### src/rtl/hazard_stall_ctrl.sv
`default_nettype none
//============================================================================
// Module   : hazard_stall_ctrl
// Purpose  : Pipeline sequencing controller for the 16-bit 5-stage CPU
//            (IF/ID/EX/M/WB). Detects load-use hazards and taken branches,
//            drives PC/IF/ID/ID-EX write enables, IF/ID flush, the ID-stage
//            bubble mux select and the EX/M bubble. Sequences multi-cycle
//            EX ops (mul/div) by freezing the front end, and keeps a
//            saturating count of stall cycles.
// Ports    : clk, reset_n (async, active-low)
//            id_rs1, id_rs2, id_uses_rs2 : ID-stage source operands
//            ex_rd, ex_memRead, ex_md_op : EX-stage instruction info
//            branch_taken                : taken branch/jump resolved in ID
//            stat_clr                    : synchronous clear of stall_cycles
//            pc_write, ifid_write, ifid_flush, bubble_sel, idex_write,
//            exm_bubble, md_busy         : pipeline controls (Mealy)
//            state                       : 00 RUN, 01 MD_WAIT, 10 MD_DONE
//            stall_cycles                : saturating stall statistic
// Revision : 1.0 - initial release
//============================================================================
module hazard_stall_ctrl #(
    parameter int MD_LATENCY = 4,
    parameter int CNT_W      = 16
) (
    input  logic             clk,
    input  logic             reset_n,
    input  logic [3:0]       id_rs1,
    input  logic [3:0]       id_rs2,
    input  logic             id_uses_rs2,
    input  logic [3:0]       ex_rd,
    input  logic             ex_memRead,
    input  logic             branch_taken,
    input  logic             ex_md_op,
    input  logic             stat_clr,
    output logic             pc_write,
    output logic             ifid_write,
    output logic             ifid_flush,
    output logic             bubble_sel,
    output logic             idex_write,
    output logic             exm_bubble,
    output logic             md_busy,
    output logic [1:0]       state,
    output logic [CNT_W-1:0] stall_cycles
);

    typedef enum logic [1:0] {
        ST_RUN     = 2'b00,
        ST_MD_WAIT = 2'b01,
        ST_MD_DONE = 2'b10
    } state_t;

    localparam logic             c_MD_EN   = (MD_LATENCY > 1);
    localparam logic [3:0]       c_MD_INIT = (MD_LATENCY > 1) ? 4'(MD_LATENCY - 2) : 4'd0;
    localparam logic [CNT_W-1:0] c_CNT_MAX = '1;

    state_t           r_state;
    state_t           w_state_nxt;
    logic [3:0]       r_md_cnt;
    logic [3:0]       w_md_cnt_nxt;
    logic [CNT_W-1:0] r_stall_cycles;
    logic             w_hz;
    logic             w_mdgo;

    // Register 0 is an ordinary register here, so no zero-register masking.
    assign w_hz   = ex_memRead & ((ex_rd == id_rs1) | (id_uses_rs2 & (ex_rd == id_rs2)));
    assign w_mdgo = ex_md_op & c_MD_EN & (r_state == ST_RUN);

    always_ff @(posedge clk or negedge reset_n) begin
        if (!reset_n) begin
            r_state        <= ST_RUN;
            r_md_cnt       <= 4'd0;
            r_stall_cycles <= '0;
        end else begin
            r_state  <= w_state_nxt;
            r_md_cnt <= w_md_cnt_nxt;
            if (stat_clr) begin
                r_stall_cycles <= '0;
            end else if (!pc_write && (r_stall_cycles != c_CNT_MAX)) begin
                r_stall_cycles <= r_stall_cycles + 1'b1;
            end
        end
    end

    always_comb begin
        pc_write     = 1'b1;
        ifid_write   = 1'b1;
        ifid_flush   = 1'b0;
        bubble_sel   = 1'b0;
        idex_write   = 1'b1;
        exm_bubble   = 1'b0;
        md_busy      = 1'b0;
        w_state_nxt  = r_state;
        w_md_cnt_nxt = r_md_cnt;

        case (r_state)
            ST_MD_WAIT: begin
                // Front end frozen; ID-stage hazards and branches are moot.
                pc_write   = 1'b0;
                ifid_write = 1'b0;
                idex_write = 1'b0;
                exm_bubble = 1'b1;
                md_busy    = 1'b1;
                // Leave when the count would reach zero, so the entry cycle
                // plus the wait cycles total MD_LATENCY-1 stalled cycles.
                if (r_md_cnt <= 4'd1) begin
                    w_state_nxt  = ST_MD_DONE;
                    w_md_cnt_nxt = 4'd0;
                end else begin
                    w_md_cnt_nxt = r_md_cnt - 4'd1;
                end
            end
            default: begin
                // RUN and MD_DONE; the released op is still in EX during
                // MD_DONE, which is why w_mdgo is gated to RUN only.
                if (r_state != ST_RUN) begin
                    w_state_nxt = ST_RUN;
                end
                if (w_mdgo) begin
                    pc_write     = 1'b0;
                    ifid_write   = 1'b0;
                    idex_write   = 1'b0;
                    exm_bubble   = 1'b1;
                    md_busy      = 1'b1;
                    w_state_nxt  = ST_MD_WAIT;
                    w_md_cnt_nxt = c_MD_INIT;
                end else if (w_hz) begin
                    pc_write   = 1'b0;
                    ifid_write = 1'b0;
                    bubble_sel = 1'b1;
                end else if (branch_taken) begin
                    ifid_flush = 1'b1;
                end
            end
        endcase

        // Hold the pipeline in a safe, squashed configuration during reset.
        if (!reset_n) begin
            pc_write   = 1'b0;
            ifid_write = 1'b0;
            ifid_flush = 1'b1;
            bubble_sel = 1'b1;
            idex_write = 1'b0;
            exm_bubble = 1'b1;
            md_busy    = 1'b0;
        end
    end

    assign state        = r_state;
    assign stall_cycles = r_stall_cycles;

endmodule
`default_nettype wire

### config.mk
export PLATFORM = sky130hd
export DESIGN_NAME = hazard_stall_ctrl
export DESIGN_NICKNAME = d
export VERILOG_FILES = /design/src/rtl/hazard_stall_ctrl.sv
export SDC_FILE = /design/constraint.sdc
export NUM_CORES = 1
export LEC_CHECK = 0
export CAP_MARGIN = 20
export CORE_UTILIZATION = 43
export CTS_BUF_LIST = sky130_fd_sc_hd__clkbuf_2
export CTS_CLUSTER_DIAMETER = 80
export DETAILED_ROUTE_END_ITERATION = 7
export PLACE_DENSITY = 0.74
export SETUP_SLACK_MARGIN = 0.02
export SLEW_MARGIN = 25
export SYNTH_ARGS = -nofsm -noshare
export SYNTH_HDL_FRONTEND = slang
export SYNTH_SLANG_ARGS = --single-unit
### constraint.sdc
create_clock -name clk -period 1.8 [get_ports clk]
set_input_delay 0.27 -clock clk [delete_from_list [all_inputs] [get_ports clk]]
set_output_delay 0.27 -clock clk [all_outputs]
set_load 0.02 [all_outputs]
==> results of run 1 <==
==> routing by layer <==
layer  routed length [µm]  global-route usage  vias to the layer above  part of all wire
li1                     -                   -                      691                 -
met1                 1818              0.3154                      697              0.42
met2                 2138              0.4532                       55              0.49
met3                  212             0.03956                       16             0.049
met4                  158              0.1156                        0             0.037
met5                    0                   0                        -                 0
==> metrics by stage <==
stage	instances	hold slack, ns	power (mW)
2_1_floorplan	151	-0.02559	1.199
3_3_place_gp	262	0.4832	1.664
3_5_place_dp	262	0.4905	1.705
4_1_cts	273	0.2851	2.045
5_1_grt	277	0.3508	2.275
6_report	277	0.3380	2.153
==> kinds of logic after synthesis <==
family,count (synthesis),share of synthesized area
buffers and inverters,13,0.04400
adder cells (fa/ha/maj),3,0.02750
AND/OR/NAND/NOR,66,0.2438
XOR/XNOR,12,0.07699
flip-flops,22,0.4033
AO/OA/AOI/OAI,32,0.1806
multiplexers,3,0.02383
==> repair_timing <==
item / CTS / global route
gates cloned: 0 / 0
endpoints found under the setup margin: 25 / 29
buffers inserted: 7 / 5
pin swaps: 14 / 18
gates resized for setup: 77 / 35
==> worst min path at each step <==
stage / from / endpoint / cells past startpoint
after floorplan: reset_n / r_md_cnt[0] / 0
after global placement: r_md_cnt[3] / r_md_cnt[3] / 1
after detailed placement: r_md_cnt[3] / r_md_cnt[3] / 1
after CTS: reset_n / state[1] / 2
after global routing: reset_n / stall_cycles[5] / 2
final: reset_n / state[0] / 2
==> power breakdown <==
group | internal, mW | leakage, nW | total (mW) | switching, mW
sequential | 0.581 | 0.290 | 0.654 | 0.0730
clock | 0.191 | 0.0266 | 0.371 | 0.180
combinational | 0.547 | 0.866 | 1.13 | 0.581
==> state kept, by name (all words and copies together) (netlist names) <==
| signal | count |
|---|---|
| r_md_cnt | 4 |
| stall_cycles | 16 |
| state | 2 |
==> cells in the final DEF, fill, tap and decap left out, types with 2 or more instances in the layout <==
cell             synthesis  routed
dlygate4sd2_1            0       9
nand4_1                  2       2
clkdlybuf4s50_1          0      12
nand3_1                  6       3
nor3_1                   3       3
buf_2                    0       8
o21a_1                   3       3
xor2_1                   6       6
inv_1                    9       7
and3_1                   5       5
dfrtp_2                  0       4
xnor2_1                  6       5
inv_2                    0       2
nor2b_4                  0       2
dlymetal6s2s_1           0       8
nand3_4                  0       2
buf_6                    1      12
o21ai_4                  0       2
nand2_1                 13       9
o21ai_0                  8       7
dfrtp_1                 22      18
nor2b_1                  4       2
o211ai_1                 9       9
ha_1                     3       2
nand2b_1                 5       5
clkbuf_2                 0       3
nand3_2                  1       2
nor2_1                  21      19
nand2_4                  0       2
buf_4                    1      32
a21oi_1                  3       2
nand2_2                  0       2
==> worst max-delay path, delay by kind of cell <==
| kind | cells | cell delay [ns] |
|---|---|---|
| compound gates | 2 | 0.47 |
| xor+xnor | 1 | 0.20 |
| buf+inv | 4 | 0.67 |
| mux | 1 | 0.31 |
| simple gates | 2 | 0.29 |
==> final cells by class <==
type	instances	area [µm²]
multi-input combinational	116	897.1
inverter	9	33.78
timing repair buffer	82	725.7
tap	44	55.05
clock inverter	1	30.03
fill	215	715.7
clock buffer	3	15.01
sequential	22	555.5
==> reports/results.tsv, run 1 <==
stage	metric	value	unit
status	status	complete, but fails checks	
status	failed_checks	negative setup slack	
logic_synthesis	yosysMostFrequentCell	dfrtp_1	
drt	vias_per_cell	5.267	
worst_setup_path	cp_slowest_stage_delay	0.31	ns
logic_synthesis	synth_warnings	0	
drt	dr.pass1.iters	4	
logic_synthesis	synth.distinct_cells	37	
worst_setup_path	critical_path.startpoint_type	primary input	
floorplanning	die_height	58.35	µm
worst_setup_path	path_class	in -> reg	
logic_synthesis	synthCells	151	
global_route	antenna_found_initial	0	
job	cap_violations	0	
placed_design	placed_area	2088	µm²
drt	ant_nets	0	
global_route	grt-ovfl-total	0	
clocking	clkTransAtPathRegs	0.24	ns
sta	fin_setup_tns	-0.6013	ns
cells_and_area	stdcell_area	2312	µm²
power_and_ir_drop	p_per_area	931.0	nW/µm²
sta	setup_viol_count_final	8	
worst_hold_path	hp-class	in -> async	
drt	drt-wirelength-per-cell	15.62	µm
placed_design	pre_cts_slack	-0.7976	ns
worst_setup_path	path_common_cell	buf_6	
floorplanning	num_rows	20	
global_route	grt_util_all_layers	0.2589	
logic_synthesis	synth_ff_type	dfrtp_1	
sta	tightest_slew	0.3875	ns
drt	drt_iter0_markers	49	
floorplanning	start_util	0.4508	
cells_and_area	n_antenna_cell	0	
clocking	cts_made_buffers	3	
sta	max_freq	521.5	MHz
cells_and_area	finalNetCount	256	
floorplanning	dieArea	3404	µm²
worst_setup_path	cp.required	2.09	ns
clocking	clock_latency	0.36	ns
logic_synthesis	syn-cell-area	1365	µm²
logic_synthesis	yosysSeqAreaShare	0.4033	
sta	rsz0062_at_grt	yes	
worst_setup_path	crit_fanout	5	
sta	setup_slack	-0.1174	ns
sta	relSlewSlack	0.7409	
sta	period_needed	1.917	ns
logic_synthesis	avgSynthCellArea	9.040	µm²
sta	final_max_slew_viol_count	0	
clocking	tritoncts	built	
clocking	cts_hold_buffers	0	
cells_and_area	syn2layout_area_growth	69.39	%
logic_synthesis	netlist.area_leader.share	0.4033	
worst_setup_path	regToRegStartpoint	stall_cycles[1]	
drt	routed_wl	4328	µm
logic_synthesis	synthTopCellsByCount	dfrtp_1 (22), nor2_1 (21), nand2_1 (13), inv_1 (9), o211ai_1 (9)	
worst_setup_path	end_kind	flip-flop	
floorplanning	ios	44	
worst_setup_path	cp.arrival	2.21	ns
global_route	grt_pass1_wl	6734	µm
logic_synthesis	synth-edff-count	0	
worst_setup_path	crit_path_cell_trace	dlygate4sd2_1, xnor2_2, nand3_2, o32ai_4, buf_6, buf_6, buf_4, o2111ai_2, nor2_2, mux2_4	
sta	hold_violations	0	
worst_setup_path	r2r_slack	0.01	ns
global_route	grt_max_degree	20	
logic_synthesis	synthArstFlopShare	1.000	
drt	num_vias	1459	
placed_design	dp_hpwl	2954	µm
clocking	clock_path_buffers	2	
logic_synthesis	ys_top_cells_by_area	dfrtp_1 (40%), nor2_1 (5.8%), o211ai_1 (4.9%)	
worst_setup_path	reg2reg_depth	7	
global_route	grt_pass1_vias	1456	
power_and_ir_drop	ir_drop	0.7598	mV
worst_setup_path	critical_path.endpoint	stall_cycles[11]	
clocking	clkSinkCount	22	
placed_design	place.gp.congestion	0.8639	
logic_synthesis	synth_seq_cells	22	
floorplanning	core-area	3028	µm²
placed_design	portBuffers	43	
logic_synthesis	syn_nets	173	
drt	drcViolationCount	0	
clocking	cts-htree-levels	1	
cells_and_area	drive_above_1_share	0.3777	
logic_synthesis	yosysTopAreaCell	dfrtp_1	
worst_setup_path	crit_start	ex_rd[1]	
sta	finClkSkew	0.001379	ns
cells_and_area	final_util	0.7636	
worst_setup_path	rr_endpoint	stall_cycles[11]	
power_and_ir_drop	p_leak	1.183	nW
floorplanning	die_w	58.35	µm
clocking	root_buffer	clkbuf_2	
worst_setup_path	critPathSlowestCell	o32ai_4	
sta	period_share	1.065	
Power figures use the tool's default switching activity.
==> inputs of run 2 (changes only) <==
- MAX_ROUTING_LAYER: default -> met4
==> run 2 against run 1 <==
The run still ends with negative setup slack left. Total power about the same. Core utilization unchanged. Register-to-register slack about the same. Clock-buffer cell count unchanged. Hold slack worse by 0.0038 ns. Final cell count unchanged. First-iteration DRC count up 12%. Clock power about the same. Largest cell class unchanged. Highest routed layer unchanged.
==> reports/results.tsv, run 2 (same netlist as run 1, synthesis figures left out) <==
stage	metric	value	unit
cells_and_area	finalNetCount	256	
clocking	root_buffer	clkbuf_2	
clocking	cts_made_buffers	3	
drt	num_vias	1460	
worst_setup_path	critical_path.startpoint_type	primary input	
global_route	antenna_found_initial	0	
power_and_ir_drop	clock_power_share	0.173	
power_and_ir_drop	seqPwrFrac	0.304	
cells_and_area	mostFrequentLayoutCell	buf_4	
cells_and_area	n_antenna_cell	0	
floorplanning	core-area	3028	µm²
power_and_ir_drop	swShare	0.3877	
cells_and_area	finalNonFillerCells	277	
sta	final_max_slew_viol_count	0	
sta	setup_slack	-0.1083	ns
global_route	grt_pass1_vias	1453	
sta	fin_setup_tns	-0.5524	ns
placed_design	portBuffers	43	
worst_setup_path	cp.required	2.09	ns
worst_setup_path	r2r_slack	0.01	ns
drt	dr.pass1.iters	4	
status	failed_checks	negative setup slack	
drt	vias_per_cell	5.271	
drt	drt_iter0_markers	55	
worst_setup_path	cp.arrival	2.20	ns
sta	hold_violations	0	
worst_setup_path	reg2reg_depth	7	
placed_design	dp_hpwl	2954	µm
worst_setup_path	end_kind	flip-flop	
clocking	cts-htree-levels	1	
worst_setup_path	crit_start	ex_rd[1]	
status	status	complete, but fails checks	
power_and_ir_drop	p_leak	1.183	nW
global_route	grt_util_all_layers	0.2673	
sta	tightest_slew	0.3858	ns
worst_hold_path	hp-class	in -> async	
sta	period_needed	1.908	ns
floorplanning	start_util	0.4508	
placed_design	pre_cts_slack	-0.7976	ns
sta	period_share	1.060	
clocking	clock_path_buffers	2	
placed_design	place.gp.congestion	0.8779	
floorplanning	ios	44	
cells_and_area	fillers	215	
cells_and_area	largest_register_ffs	16	
drt	routed_wl	4319	µm
power_and_ir_drop	ir_drop	0.7597	mV
floorplanning	die_w	58.35	µm
sta	setup_viol_count_final	8	
worst_setup_path	rr_endpoint	stall_cycles[4]	
clocking	clock_latency	0.37	ns
drt	drcViolationCount	0	
worst_setup_path	path_class	in -> reg	
floorplanning	num_rows	20	
clocking	clkTransAtPathRegs	0.25	ns
cells_and_area	final_util	0.7636	
worst_setup_path	crit_fanout	5	
floorplanning	dieArea	3404	µm²
drt	ant_nets	0	
cells_and_area	final_cell_mix	buf_4 (32), nor2_1 (19), dfrtp_1 (18)	
floorplanning	die_height	58.35	µm
power_and_ir_drop	combPwrFrac	0.523	
clocking	clkSinkCount	22	
sta	rsz0062_at_grt	yes	
cells_and_area	drive_above_1_share	0.3777	
sta	finClkSkew	0.005556	ns
global_route	grt-ovfl-total	0	
cells_and_area	syn2layout_area_growth	69.39	%
power_and_ir_drop	p_per_area	931.0	nW/µm²
power_and_ir_drop	total_power	2.153	mW
power_and_ir_drop	p_int	1.318	mW
sta	max_freq	524.0	MHz
job	cap_violations	0	
global_route	grt_max_degree	20	
worst_setup_path	regToRegStartpoint	stall_cycles[11]	
clocking	tritoncts	built	
sta	relSlewSlack	0.7420	
power_and_ir_drop	p_switching	834.5	µW
drt	drt-wirelength-per-cell	15.59	µm
placed_design	dp.cells	262	
global_route	grt_pass1_wl	6734	µm
run 2: cell counts in the layout (fill, tap and decap cells not counted):
No cell type changed its count.
run 2: power by group through the flow:
stage	registers (mW)	logic (mW)	clock network [mW]
after floorplan	0.716	0.482	0
after global placement	0.651	1.01	0
after detailed placement	0.654	1.05	0
after CTS	0.647	1.03	0.368
after global routing	0.664	1.23	0.385
final	0.653	1.13	0.373
run 2: layout make-up:
| cell class | count | area, µm² | share of cell area |
|---|---|---|---|
| clock inverters | 1 | 30.03 | 0.01299 |
| repair buffers | 82 | 725.7 | 0.3139 |
| clock buffers | 3 | 15.01 | 0.006493 |
| well taps | 44 | 55.05 | 0.02381 |
| multi-input cells | 116 | 897.1 | 0.3880 |
| inverters | 9 | 33.78 | 0.01461 |
| flip-flops and latches | 22 | 555.5 | 0.2403 |
run 2: worst max path at each step:
stage                       endpoint  depth (start not counted)
finish              stall_cycles[11]                         10
global route        stall_cycles[11]                         10
CTS                  stall_cycles[7]                         10
detailed placement          pc_write                          7
global placement            pc_write                          7
floorplan           stall_cycles[11]                          7
run 2: what timing repair did:
item | in CTS | in global routing
setup endpoints to repair | 25 | 29
resized for setup | 77 | 35
pin swaps | 14 | 18
setup buffers | 7 | 5
hold endpoints to repair | 0 | 0
hold buffers | 0 | 0
run 2: worst max-delay path: stages:
cell	delay, ns
dlygate4sd2_1	0.29
xnor2_2	0.20
nand3_2	0.12
o32ai_4	0.31
buf_6	0.15
buf_6	0.09
buf_4	0.13
o2111ai_2	0.16
nor2_2	0.17
mux2_4	0.31
run 2: per-stage QoR:
step,hold WS [ns],cell area (µm²)
after CTS,0.2851,2152
after global placement,0.4832,2088
after detailed placement,0.4905,2088
after global routing,0.3508,2312
final,0.3342,2312
after floorplan,-0.02559,1420
run 2: routing by layer:
metal,vias to the layer above,global-route usage,share of wire
li1,690,-,-
met1,700,0.3168,0.41
met2,56,0.4532,0.50
met3,14,0.03956,0.054
met4,0,0.1156,0.033
met5,-,-,0
==> inputs of run 3 (changes only) <==
- CTS_CLUSTER_DIAMETER: 80 -> default
==> results of run 3 <==
The final DEF is identical to that of run 2; final timing and power are the same.
